File: src/rtl/soe_monitor.sv
// -----------------------------------------------------------------------------
// soe_monitor
//
// Sum-of-errors monitor placed directly after a design under fault injection.
// On every valid cycle of a run it compares the observed word with the golden
// word under a per-bit mask. It counts:
//   - erroneous samples (soe_total);
//   - per-bit mismatches (soe_bit);
//   - evaluated samples (samples).
// It also records the index of the first erroneous sample. A run covers a
// programmed number of valid samples and ends in DONE, where the results hold
// until the next start.
//
// Ports
//   clk, rst_n    single clock, asynchronous active-low reset
//   start         begins a run (accepted in IDLE or DONE)
//   num_cycles    valid samples to evaluate, latched on start
//   mask          per-bit compare enable, latched on start
//   obs_valid     obs/gold pair valid this cycle
//   obs, gold     observed and golden words, already aligned by the producer
//   abort         ends a run early (RUN only); the sample offered with it
//                 is still evaluated
//   busy, done    state flags (RUN, DONE)
//   soe_total     samples with at least one unmasked mismatch
//   soe_bit       per-bit mismatch counters, bit i at [i*CNT_W +: CNT_W]
//   samples       valid samples evaluated in this run
//   first_err     0-based index of first erroneous sample, all-ones if none
//   err_seen      at least one error seen in this run
// All counters saturate at all-ones.
// -----------------------------------------------------------------------------
module soe_monitor #(
    parameter int WIDTH = 2,
    parameter int CYC_W = 32,
    parameter int CNT_W = 32
) (
    input  logic                   clk,
    input  logic                   rst_n,
    input  logic                   start,
    input  logic [CYC_W-1:0]       num_cycles,
    input  logic [WIDTH-1:0]       mask,
    input  logic                   obs_valid,
    input  logic [WIDTH-1:0]       obs,
    input  logic [WIDTH-1:0]       gold,
    input  logic                   abort,
    output logic                   busy,
    output logic                   done,
    output logic [CNT_W-1:0]       soe_total,
    output logic [WIDTH*CNT_W-1:0] soe_bit,
    output logic [CYC_W-1:0]       samples,
    output logic [CYC_W-1:0]       first_err,
    output logic                   err_seen
);

    typedef enum logic [1:0] {
        ST_IDLE = 2'd0,
        ST_RUN  = 2'd1,
        ST_DONE = 2'd2
    } state_t;

    localparam logic [CNT_W-1:0] CNT_ONE  = {{(CNT_W-1){1'b0}}, 1'b1};
    localparam logic [CNT_W-1:0] CNT_ZERO = {CNT_W{1'b0}};
    localparam logic [CYC_W-1:0] CYC_ONE  = {{(CYC_W-1){1'b0}}, 1'b1};
    localparam logic [CYC_W-1:0] CYC_ZERO = {CYC_W{1'b0}};
    localparam logic [CYC_W-1:0] CYC_ONES = {CYC_W{1'b1}};

    // Saturating increment of an error counter.
    function automatic logic [CNT_W-1:0] cnt_inc(input logic [CNT_W-1:0] v);
        return (v == {CNT_W{1'b1}}) ? v : v + CNT_ONE;
    endfunction

    // Saturating increment of the sample counter.
    function automatic logic [CYC_W-1:0] cyc_inc(input logic [CYC_W-1:0] v);
        return (v == CYC_ONES) ? v : v + CYC_ONE;
    endfunction

    state_t             state_r;
    logic [CYC_W-1:0]   num_cycles_r;
    logic [WIDTH-1:0]   mask_r;

    logic [WIDTH-1:0]   err_vec_s;
    logic [CYC_W-1:0]   samples_inc_s;
    logic               last_s;

    // Masked mismatch vector and end-of-run detection for the current sample.
    always_comb begin
        err_vec_s     = (obs ^ gold) & mask_r;
        samples_inc_s = cyc_inc(samples);
        last_s        = (samples_inc_s == num_cycles_r);
    end

    // Run control FSM with the counters and registered status flags.
    always_ff @(posedge clk or negedge rst_n) begin
        if (!rst_n) begin
            state_r      <= ST_IDLE;
            num_cycles_r <= CYC_ZERO;
            mask_r       <= {WIDTH{1'b0}};
            busy         <= 1'b0;
            done         <= 1'b0;
            soe_total    <= CNT_ZERO;
            soe_bit      <= {(WIDTH*CNT_W){1'b0}};
            samples      <= CYC_ZERO;
            first_err    <= CYC_ONES;
            err_seen     <= 1'b0;
        end else begin
            case (state_r)
                ST_IDLE, ST_DONE: begin
                    if (start) begin
                        num_cycles_r <= num_cycles;
                        mask_r       <= mask;
                        soe_total    <= CNT_ZERO;
                        soe_bit      <= {(WIDTH*CNT_W){1'b0}};
                        samples      <= CYC_ZERO;
                        first_err    <= CYC_ONES;
                        err_seen     <= 1'b0;
                        // A zero-length run completes immediately.
                        if (num_cycles == CYC_ZERO) begin
                            state_r <= ST_DONE;
                            busy    <= 1'b0;
                            done    <= 1'b1;
                        end else begin
                            state_r <= ST_RUN;
                            busy    <= 1'b1;
                            done    <= 1'b0;
                        end
                    end else begin
                        state_r <= state_r;
                    end
                end
                ST_RUN: begin
                    if (obs_valid) begin
                        samples <= samples_inc_s;
                        if (|err_vec_s) begin
                            soe_total <= cnt_inc(soe_total);
                            for (int i = 0; i < WIDTH; i++) begin
                                if (err_vec_s[i]) begin
                                    soe_bit[i*CNT_W +: CNT_W] <= cnt_inc(soe_bit[i*CNT_W +: CNT_W]);
                                end else begin
                                    soe_bit[i*CNT_W +: CNT_W] <= soe_bit[i*CNT_W +: CNT_W];
                                end
                            end
                            // Pre-increment count is the 0-based sample index.
                            if (!err_seen) begin
                                first_err <= samples;
                                err_seen  <= 1'b1;
                            end else begin
                                first_err <= first_err;
                            end
                        end else begin
                            soe_total <= soe_total;
                        end
                    end else begin
                        samples <= samples;
                    end
                    // Abort wins over completion; the final sample is still counted.
                    if (abort) begin
                        state_r <= ST_IDLE;
                        busy    <= 1'b0;
                        done    <= 1'b0;
                    end else if (obs_valid && last_s) begin
                        state_r <= ST_DONE;
                        busy    <= 1'b0;
                        done    <= 1'b1;
                    end else begin
                        state_r <= ST_RUN;
                    end
                end
                default: begin
                    state_r <= ST_IDLE;
                    busy    <= 1'b0;
                    done    <= 1'b0;
                end
            endcase
        end
    end

endmodule

File: config.mk
export PLATFORM = sky130hd
export DESIGN_NAME = soe_monitor
export DESIGN_NICKNAME = d
export VERILOG_FILES = /design/src/rtl/soe_monitor.sv
export SDC_FILE = /design/constraint.sdc
export NUM_CORES = 1
export LEC_CHECK = 0
export ABC_AREA = 1
export CAP_MARGIN = 40
export CORE_MARGIN = 4
export CORE_UTILIZATION = 27
export CTS_CLUSTER_SIZE = 8
export DETAILED_ROUTE_END_ITERATION = 10
export MAX_ROUTING_LAYER = met4
export PLACE_DENSITY = 0.46
export SYNTH_ARGS = -nofsm -noshare
export SYNTH_HDL_FRONTEND = slang
export SYNTH_SLANG_ARGS = --single-unit
File: constraint.sdc
create_clock -name clk -period 3.4 [get_ports clk]
set_clock_uncertainty 0.2 [all_clocks]
set_input_delay 0.68 -clock clk [delete_from_list [all_inputs] [get_ports clk]]
set_output_delay 0.68 -clock clk [all_outputs]
set_load 0.05 [all_outputs]
======== Word-level counts from Yosys, hierarchy flattened ========
Cells that the tools add are included.
W data, S select, Z words.
storage, ports and cells
  register bits after elaboration ......... 199
  bits of input ports ..................... 43
  word-level logic and storage cells ...... 88
cells by class
  add/sub/neg operators ................... 4
  equal/unequal tests ..................... 17
  multiplexer cells ....................... 40
  bitwise gates (word level) .............. 2
  reduce and logical (&&, ||, !) cells .... 14
operators by type and width
  cell                     count
  $mux W32                 14
  $mux W64                 3
  $pmux W32 S2             3
  $add A32 B1 Y32 const B  4
  $eq A32 B32 Y1 const B   4
  $pmux W64 S2             1
  $eq A32 B32 Y1           1
  $logic_not A32 Y1        1
  $ne A2 B2 Y1 const B     9
  $reduce_and A6 Y1        2
  $mux W1                  11
  $reduce_and A5 Y1        2
  $mux W2                  4
  $pmux W1 S2              3
  $pmux W2 S2              1
  $reduce_and A2 Y1        2
  $reduce_and A4 Y1        1
  $reduce_or A2 Y1         2
  $ne A3 B3 Y1 const B     1
  $reduce_and A3 Y1        1
  $and A2 B2 Y2            1
  $eq A2 B1 Y1 const B     1
  $eq A2 B2 Y1 const B     1
  $logic_not A2 Y1         1
  3 further kinds          3

======== Depth between registers and ports, before layout ========
Gate-level depths: netlist of the first run.
  depth after elaboration ................. 7
  gate-level depth with buffers ........... 21
  gate-level depth less buffers ........... 20

======== Worst setup path after synthesis of the first run ========
OpenSTA, ideal clock, no wires.
  path type ............................... reg2reg
  start point ............................. register samples[1]
  end point ............................... register busy
  library setup time ...................... 0.119 ns
  arrival time ............................ 2.530 ns
  required time ........................... 3.081 ns
  path slack .............................. 0.551 ns
  cell stages (with the launch flop) ...... 21
  path buffers ............................ 2
  path through ............................ dfrtp_1 -> ha_1 -> nand2_2 -> nor2_4 -> nand2_4 -> nor2_8 -> nand2_2 -> buf_6 -> buf_6 -> nand2_2 -> nand2_1 -> nand2_1 -> nand3_1 -> nor2_1 -> nand2_1 -> nor2_1 -> nand2_1 -> nand2_2 -> nand2_1 -> nand2_1 -> nand2_1
on the way
  word-level cells in the longest chain between the ends .. 6
RTL lines
  what                                               RTL line  text
  start, declared                                    49        output logic [CYC_W-1:0] samples,
  start signal, assigned                             131       samples <= samples_inc_s;
  start signal, assigned                             152       samples <= samples;
  $add A32 B1 Y32 or $eq A32 B32 Y1 (tied branches)  73        return (v == CYC_ONES) ? v : v + CYC_ONE;
  $mux W32 *                                         73
  $eq A32 B32 Y1 *                                   88        last_s = (samples_inc_s == num_cycles_r);
  $logic_and A1 B1 Y1 *                              159       end else if (obs_valid && last_s) begin
  $ne A3 B3 Y1 (no line) *                           n/a
  $reduce_and A2 Y1 (no line) *                      n/a
  end signal, assigned                               97        busy <= 1'b0;
  end signal, assigned                               157       busy <= 1'b0;
  end signal, assigned                               161       busy <= 1'b0;
  end, declared                                      45        output logic busy,
Every way passes the cells marked *; elsewhere a longest branch is shown, timed or not.
A chain may end at the register's enable or synchronous reset.

======== Worst setup path in the final report of the first run ========
  start point ............................. register samples[2]
  end point ............................... register done
on the way
  word-level cells in the longest chain between the ends .. 6
RTL lines
  what                                               RTL line  text
  $add A32 B1 Y32 or $eq A32 B32 Y1 (tied branches)  73
  $mux W32 *                                         73
  $eq A32 B32 Y1 *                                   88
  $logic_and A1 B1 Y1 *                              159
  $ne A3 B3 Y1 (no line) *                           n/a
  $reduce_and A2 Y1 (no line) *                      n/a
  end signal, assigned                               98        done <= 1'b0;
  end signal, assigned                               158       done <= 1'b0;
  end signal, assigned                               162       done <= 1'b1;
  end, declared                                      46        output logic done,
Marks and branches as above.

==> results of run 1 <==
-- cells in the final DEF (no fill, tap or decap), drive strengths merged, types with 26 or more instances in the layout --
cell / count
a31oi: 33
nand4: 32
nor3: 44
nor2: 210
dfstp: 32
buf: 33
a21oi: 55
o21ai: 88
nand3: 115
dfrtp: 167
nand2: 423
clkbuf: 26
inv: 165
clkdlybuf4s50: 204
-- cell families (layout without fill, tap and decap cells) --
| group | count (synthesis) | count (layout) | synth area share, % |
|---|---|---|---|
| compound gates | 202 | 202 | 10.1 |
| xor+xnor | 34 | 34 | 2.71 |
| fa+ha+maj | 4 | 4 | 0.455 |
| buf+inv | 208 | 433 | 7.37 |
| flops | 199 | 199 | 45.6 |
| other cells | 0 | 10 | 0 |
| simple gates | 864 | 864 | 33.8 |
-- layer usage --
metal | up-vias | GRT usage (%)
li1 | 5373 | -
met1 | 5058 | 25.1
met2 | 299 | 27.7
met3 | 26 | 4.86
met4 | 0 | 4.19
met5 | - | -
-- flip-flops by register name (all words and copies together), names as in the netlist --
| register | flops |
|---|---|
| num_cycles_r | 32 |
| mask_r | 2 |
| err_seen | 1 |
| samples | 32 |
| busy | 1 |
| soe_bit | 64 |
| first_err | 32 |
| state_r | 2 |
| done | 1 |
| soe_total | 32 |
-- area by class of cell --
cell class / count / share of cell area [%]
Antenna cell: 10 / 0.173
Sequential cell: 199 / 34.7
Multi-Input combinational cell: 1104 / 35.8
Clock buffer: 25 / 3.87
Timing Repair Buffer: 238 / 16.3
Inverter: 163 / 4.23
Tap cell: 525 / 4.54
Clock inverter: 7 / 0.338
-- power by group through the flow --
stage	logic, mW	clock network [mW]	registers [mW]
5_1_grt	3.70	2.28	3.34
6_report	3.37	2.12	3.26
2_1_floorplan	1.44	0	4.06
3_3_place_gp	3.38	0	3.31
3_5_place_dp	3.42	0	3.31
4_1_cts	3.43	2.19	3.27
-- final timing paths --
| path | endpoint | slack, ps | cells past startpoint |
|---|---|---|---|
| max | done | 330 | 17 |
| max in group asynchronous | first_err[19] | 2180 | 2 |
| min reg2reg | mask_r[0] | 280 | 2 |
| max reg2reg | done | 330 | 17 |
| min in group clk | mask_r[0] | 280 | 2 |
| min | samples[15] | 20 | 1 |
-- worst max-delay path, cell delays in order, from the launching register on --
cell and delay, ps:
sky130_fd_sc_hd__dfrtp_1 550, sky130_fd_sc_hd__nand3_1 300, sky130_fd_sc_hd__nor2_1 390, sky130_fd_sc_hd__nand2_1 120
sky130_fd_sc_hd__nor2_1 210, sky130_fd_sc_hd__nand2_1 80, sky130_fd_sc_hd__nand2_1 90, sky130_fd_sc_hd__nand2_1 90
sky130_fd_sc_hd__nand2_1 120, sky130_fd_sc_hd__nand2_1 60, sky130_fd_sc_hd__nor2_1 130, sky130_fd_sc_hd__nand3_1 90
sky130_fd_sc_hd__nor2_1 130, sky130_fd_sc_hd__nand2_1 110, sky130_fd_sc_hd__nand2_2 100, sky130_fd_sc_hd__nand2_1 70
sky130_fd_sc_hd__nand2_1 50, sky130_fd_sc_hd__nand2_1 50
-- stage by stage --
step	total power, mW	hold slack [ps]	cell area, um2	setup slack (ps)	utilization [%]
2_1_floorplan	5.50	184	11000	551	-
3_3_place_gp	6.69	262	13800	55.3	34.5
3_5_place_dp	6.74	268	13800	36.4	34.6
4_1_cts	8.89	9.95	14400	312	36.1
5_1_grt	9.32	33.3	14500	57.5	36.1
6_report	8.76	16.1	14500	334	36.1
-- Yosys cell counts, types with 9 or more instances --
cell type | instances | area, um2
sky130_fd_sc_hd__nor4_1 | 17 | 106
sky130_fd_sc_hd__dfrtp_1 | 167 | 4180
sky130_fd_sc_hd__xor2_1 | 25 | 219
sky130_fd_sc_hd__o21ai_0 | 86 | 430
sky130_fd_sc_hd__nand3_1 | 115 | 576
sky130_fd_sc_hd__nand3b_1 | 12 | 90.1
sky130_fd_sc_hd__nand2_1 | 415 | 1560
sky130_fd_sc_hd__nor3_1 | 44 | 220
sky130_fd_sc_hd__a31oi_1 | 33 | 206
sky130_fd_sc_hd__xnor2_1 | 9 | 78.8
sky130_fd_sc_hd__nor2_1 | 201 | 754
sky130_fd_sc_hd__a21oi_1 | 55 | 275
sky130_fd_sc_hd__inv_1 | 157 | 589
sky130_fd_sc_hd__dfstp_2 | 32 | 841
sky130_fd_sc_hd__clkbuf_1 | 31 | 116
sky130_fd_sc_hd__nand4_1 | 32 | 200
==> impl_metrics.toml, run 1 <==
[power]
p_sw_mw = 3.62
clock_power_share_pct = 24.2
pwr-share-seq_pct = 37.3
combinationalPowerShare_pct = 38.5
cell_internal_pwr_mw = 5.14
peakVddDrop_v = 0.000348
cellLeakagePower_nw = 6.06
power.share.switching_pct = 41.3
powerDensity_nw_per_um2 = 606

[floorplanning]
die_area_um2 = 44000
placementRows = 73
design.portCount = 206
initial_utilization_pct = 27.5
chip_width_um = 210
die-height_um = 210
core_region_area_um2 = 40000

[cells_and_area]
final_nets = 1770
filler_cell_count = 4280
final-instance-count-excl-fill = 2271
multi_input_gate_area_in_the_final_layout_um2 = 5180
regArea_um2 = 5020
area_growth_pct = 31.4
final_layout_size_suffix_gt1_share_pct = 6.91

[global_route]
antenna_found_initial = 10
globalRouteOverflowTotal = 0
grt_start_max_net_pins = 61
vias_in_the_first_global_route = 10736
grt_first_pass_wirelength_mm = 62.3
grt_util_all_layers_pct = 18.5

[route]
drt_first_pass_iters = 5
postRouteAntennaNets = 0
drc_errors = 0
vias = 10756
routed_wl_mm = 39.5
wire_per_inst_um = 17.4
routed.top_layer = "met4"
routed-wl-met2_mm = 17.7
drt-met1-wl_mm = 18.9
dr.first_iter.drc_count = 725
ratio_of_routed_vias_to_standard_cells = 4.74
routed-wl-met3_mm = 2.47

[yosys]
yosysUniqueCellTypes = 41
post_synthesis_instance_area_um2 = 11000
synth_seq_cells = 199
synth_edf_count = 0
async_reset_ff_share_pct = 100
synth.yosys.seq_area_share_pct = 45.6
synth.avg_cell_area_um2 = 7.28
yosysWarningCount = 0
synthCells = 1511
number_of_nets_in_the_synthesized_netlist = 1558
yosys_most_used_dff = "sky130_fd_sc_hd__dfrtp_1"

[sta]
maxSlewViolCount = 0
period_share_pct = 90.2
worst_pin_slew_ps = 805
min_period_ps = 3070
unrepaired_setup_endpoints_after_global_routing = "no"
timing.max_slew.rel_slack_pct = 46.3
finalSetupViolCount = 0
timing_hold_violations_final = 0
timing.setup.tns_ps = 0
fmax_mhz = 326

[worst_setup_path]
timing.critical_path.required_ps = 3530
cp_data_arrival_time_ps = 3190
critical_path_fanouts_max = 8
setup.worst_path.start_class = "flip-flop"
reg2reg_from = "samples[2]"
timing.critical_path.from = "samples[2]"
criticalPathCategory = "flip-flop to flip-flop"
end_kind = "flip-flop"

[clocking]
cts_buffer_depth = 2
cts_tree = "done"
tritoncts.num_buffers = 17
cts_resized = 0
clock_sinks = 199
clk_pin_slew_worst_setup_hold_paths_ps = 80
clock-root-buffer = "sky130_fd_sc_hd__clkbuf_16"
htree_levels = 4
clk_latency_ps = 450
post-cts-setup-buffer-count = 0
cts_hold_buf = 0

[status]
outcome = "complete, no violations"

[placed_design]
dp_hpwl_mm = 30.3
placed_cells = 2229
numPortBuffers = 205
gpl.final_weighted_congestion = 0.891

[flow_run]
maxCapViolCount = 0

[hold_path]
min-delay-path-class = "input port to async pin"
(Power assumes the default switching activity.)
==> run 2, diff against run 1 <==
--- a/config.mk
+++ b/config.mk
@@ -14,4 +14,5 @@
 export MAX_ROUTING_LAYER = met4
 export PLACE_DENSITY = 0.46
+export SLEW_MARGIN = 30
 export SYNTH_ARGS = -nofsm -noshare
 export SYNTH_HDL_FRONTEND = slang
==> constraint.sdc (replaced) <==
create_clock -name clk -period 3.21 [get_ports clk]
set_clock_uncertainty 0.2 [all_clocks]
set_input_delay 0.642 -clock clk [delete_from_list [all_inputs] [get_ports clk]]
set_output_delay 0.642 -clock clk [all_outputs]
set_load 0.1 [all_outputs]
==> run 2 against run 1 <==
Against the previous run:
- non-clock buffer count rose by 31
- largest power group unchanged
- worst hold slack gained 270 ps
- routed wire length up 1.6%
- clock power up 6%
- global-route usage rose by 0.11 points
- combinational power grew 34%
- setup slack lost 86 ps
- utilization down 0.49 points
- first-iteration DRC count grew 18%
- critical path type unchanged
==> impl_metrics.toml, run 2 (synthesized netlist as in run 1, its figures left out) <==
[sta]
period_share_pct = 92.3
worst_pin_slew_ps = 594
timing_hold_violations_final = 0
timing.max_slew.rel_slack_pct = 60.0
unrepaired_setup_endpoints_after_global_routing = "no"
timing.setup.tns_ps = 0
min_period_ps = 2960
finalSetupViolCount = 0
layout_setup_ws_ps = 248
fmax_mhz = 338
maxSlewViolCount = 0

[floorplanning]
initial_utilization_pct = 27.5
die-height_um = 210
die_area_um2 = 44000
core_region_area_um2 = 40000
chip_width_um = 210
placementRows = 73
design.portCount = 206

[cells_and_area]
final_nets = 1801
final-instance-count-excl-fill = 2300
layout_commonest_cell = "sky130_fd_sc_hd__nand2_1"
largest_register_ffs = 64
area_growth_pct = 29.6
multi_input_gate_area_in_the_final_layout_um2 = 5180
filler_cell_count = 4345
regArea_um2 = 5020
regMostFlops = "soe_bit"
final_area_um2 = 14300
most-common-layout-cells = "415 x sky130_fd_sc_hd__nand2_1, 222 x sky130_fd_sc_hd__buf_4, 201 x sky130_fd_sc_hd__nor2_1"
final_layout_size_suffix_gt1_share_pct = 17.7

[global_route]
grt_first_pass_wirelength_mm = 62.6
vias_in_the_first_global_route = 10610
grt_util_all_layers_pct = 18.6
antenna_found_initial = 8
grt_start_max_net_pins = 91
globalRouteOverflowTotal = 0

[clocking]
cts_tree = "done"
cts_resized = 0
cts_buffer_depth = 2
cts_hold_buf = 1
clk_pin_slew_worst_setup_hold_paths_ps = 80
tritoncts.num_buffers = 17
post-cts-setup-buffer-count = 0
clock-root-buffer = "sky130_fd_sc_hd__clkbuf_16"
htree_levels = 4
clk_latency_ps = 460
clock_sinks = 199

[worst_setup_path]
cpMostUsedCell = "sky130_fd_sc_hd__nand2_1"
criticalPathCategory = "flip-flop to flip-flop"
timing.critical_path.required_ps = 3350
critical_path_fanouts_max = 29
cp_data_arrival_time_ps = 3100
end_kind = "flip-flop"
timing.critical_path.cells = "nand2_1 > nor2_1 > nand2_1 > nor2_2 > nand2_2 > buf_12 > nand2_1 > xnor2_1 > nand3_1 > nor2_1 > nand2_1 > nor2_1 > nand2_1 > nand2_2 > nand2_1 > nand2_1 > nand2_1"
setup.worst_path.start_class = "flip-flop"
worst-path-buf-inv = 1
max_stage_delay_ps = 480
worst_path_dominant_cell_family = "simple AND/OR/NAND/NOR gates"
critical_path.slowest_cell = "sky130_fd_sc_hd__dfrtp_1"

[flow_run]
maxCapViolCount = 0

[route]
routed_wl_mm = 40.2
drc_errors = 0
dr.first_iter.drc_count = 852
ratio_of_routed_vias_to_standard_cells = 4.74
postRouteAntennaNets = 0
wire_per_inst_um = 17.5
vias = 10891
drt_first_pass_iters = 8

[power]
power.share.switching_pct = 47.2
combinationalPowerShare_pct = 44.3
peakVddDrop_v = 0.000353
cell_internal_pwr_mw = 5.39
powerDensity_nw_per_um2 = 716
cellLeakagePower_nw = 6.49
clock_power_share_pct = 21.9
total_power_mw = 10.2
pwr-share-seq_pct = 33.7
p_sw_mw = 4.83

[placed_design]
dp_slack_ps = 9.91
numPortBuffers = 205
post_dp_cell_area_um2 = 13600
dp_hpwl_mm = 31.1
placed_cells = 2259
gpl.final_weighted_congestion = 0.923

[status]
outcome = "complete, no violations"

[hold_path]
min-delay-path-class = "flip-flop to flip-flop"
[run 2: power by group through the flow]
stage	logic (mW)	registers (mW)	clock network [mW]
after floorplan	1.53	5.25	0
after global placement	4.56	3.49	0
after detailed placement	4.58	3.49	0
after CTS	4.59	3.45	2.31
after global routing	4.88	3.52	2.40
final	4.53	3.45	2.24
[run 2: worst paths after layout]
| kind | startpoint | end | slack (ps) | depth (start not counted) |
|---|---|---|---|---|
| setup / recovery | samples[20] | done | 250 | 17 |
| hold / removal | done | done | 280 | 2 |
| setup reg to reg | samples[20] | done | 250 | 17 |
| hold reg to reg | done | done | 280 | 2 |
| max in group asynchronous | rst_n | first_err[24] | 1410 | 3 |
| min in group asynchronous | rst_n | samples[29] | 560 | 2 |
[run 2: worst register-to-register path, stage by stage (launching register included)]
cell	delay (ps)
sky130_fd_sc_hd__dfrtp_1	480
sky130_fd_sc_hd__nand2_1	130
sky130_fd_sc_hd__nor2_1	200
sky130_fd_sc_hd__nand2_1	170
sky130_fd_sc_hd__nor2_2	190
sky130_fd_sc_hd__nand2_2	210
sky130_fd_sc_hd__buf_12	230
sky130_fd_sc_hd__nand2_1	170
sky130_fd_sc_hd__xnor2_1	140
sky130_fd_sc_hd__nand3_1	80
sky130_fd_sc_hd__nor2_1	120
sky130_fd_sc_hd__nand2_1	60
sky130_fd_sc_hd__nor2_1	100
sky130_fd_sc_hd__nand2_1	100
sky130_fd_sc_hd__nand2_2	100
sky130_fd_sc_hd__nand2_1	70
sky130_fd_sc_hd__nand2_1	50
sky130_fd_sc_hd__nand2_1	50
[run 2: cell type report]
| type | instances | share of cell area, % |
|---|---|---|
| multi-input combinational | 1104 | 36.3 |
| sequential | 199 | 35.2 |
| timing repair buffer | 269 | 15.3 |
| tap | 525 | 4.61 |
| inverter | 163 | 4.29 |
| clock buffer | 24 | 3.75 |
| clock inverter | 8 | 0.386 |
| antenna | 8 | 0.140 |
[run 2: metal layers]
metal	vias to the layer above	track usage [%]	part of all wire [%]
met5	-	-	0
met3	29	4.78	6.7
met1	5087	25.1	47
met2	320	28.2	45
met4	0	4.19	1.5
li1	5455	-	-
[run 2: per-stage QoR]
stage	util, %	hold slack [ps]
CTS	35.6	284
finish	35.7	284
global route	35.7	303
detailed placement	34.1	264
global placement	34.1	256
floorplan	-	146
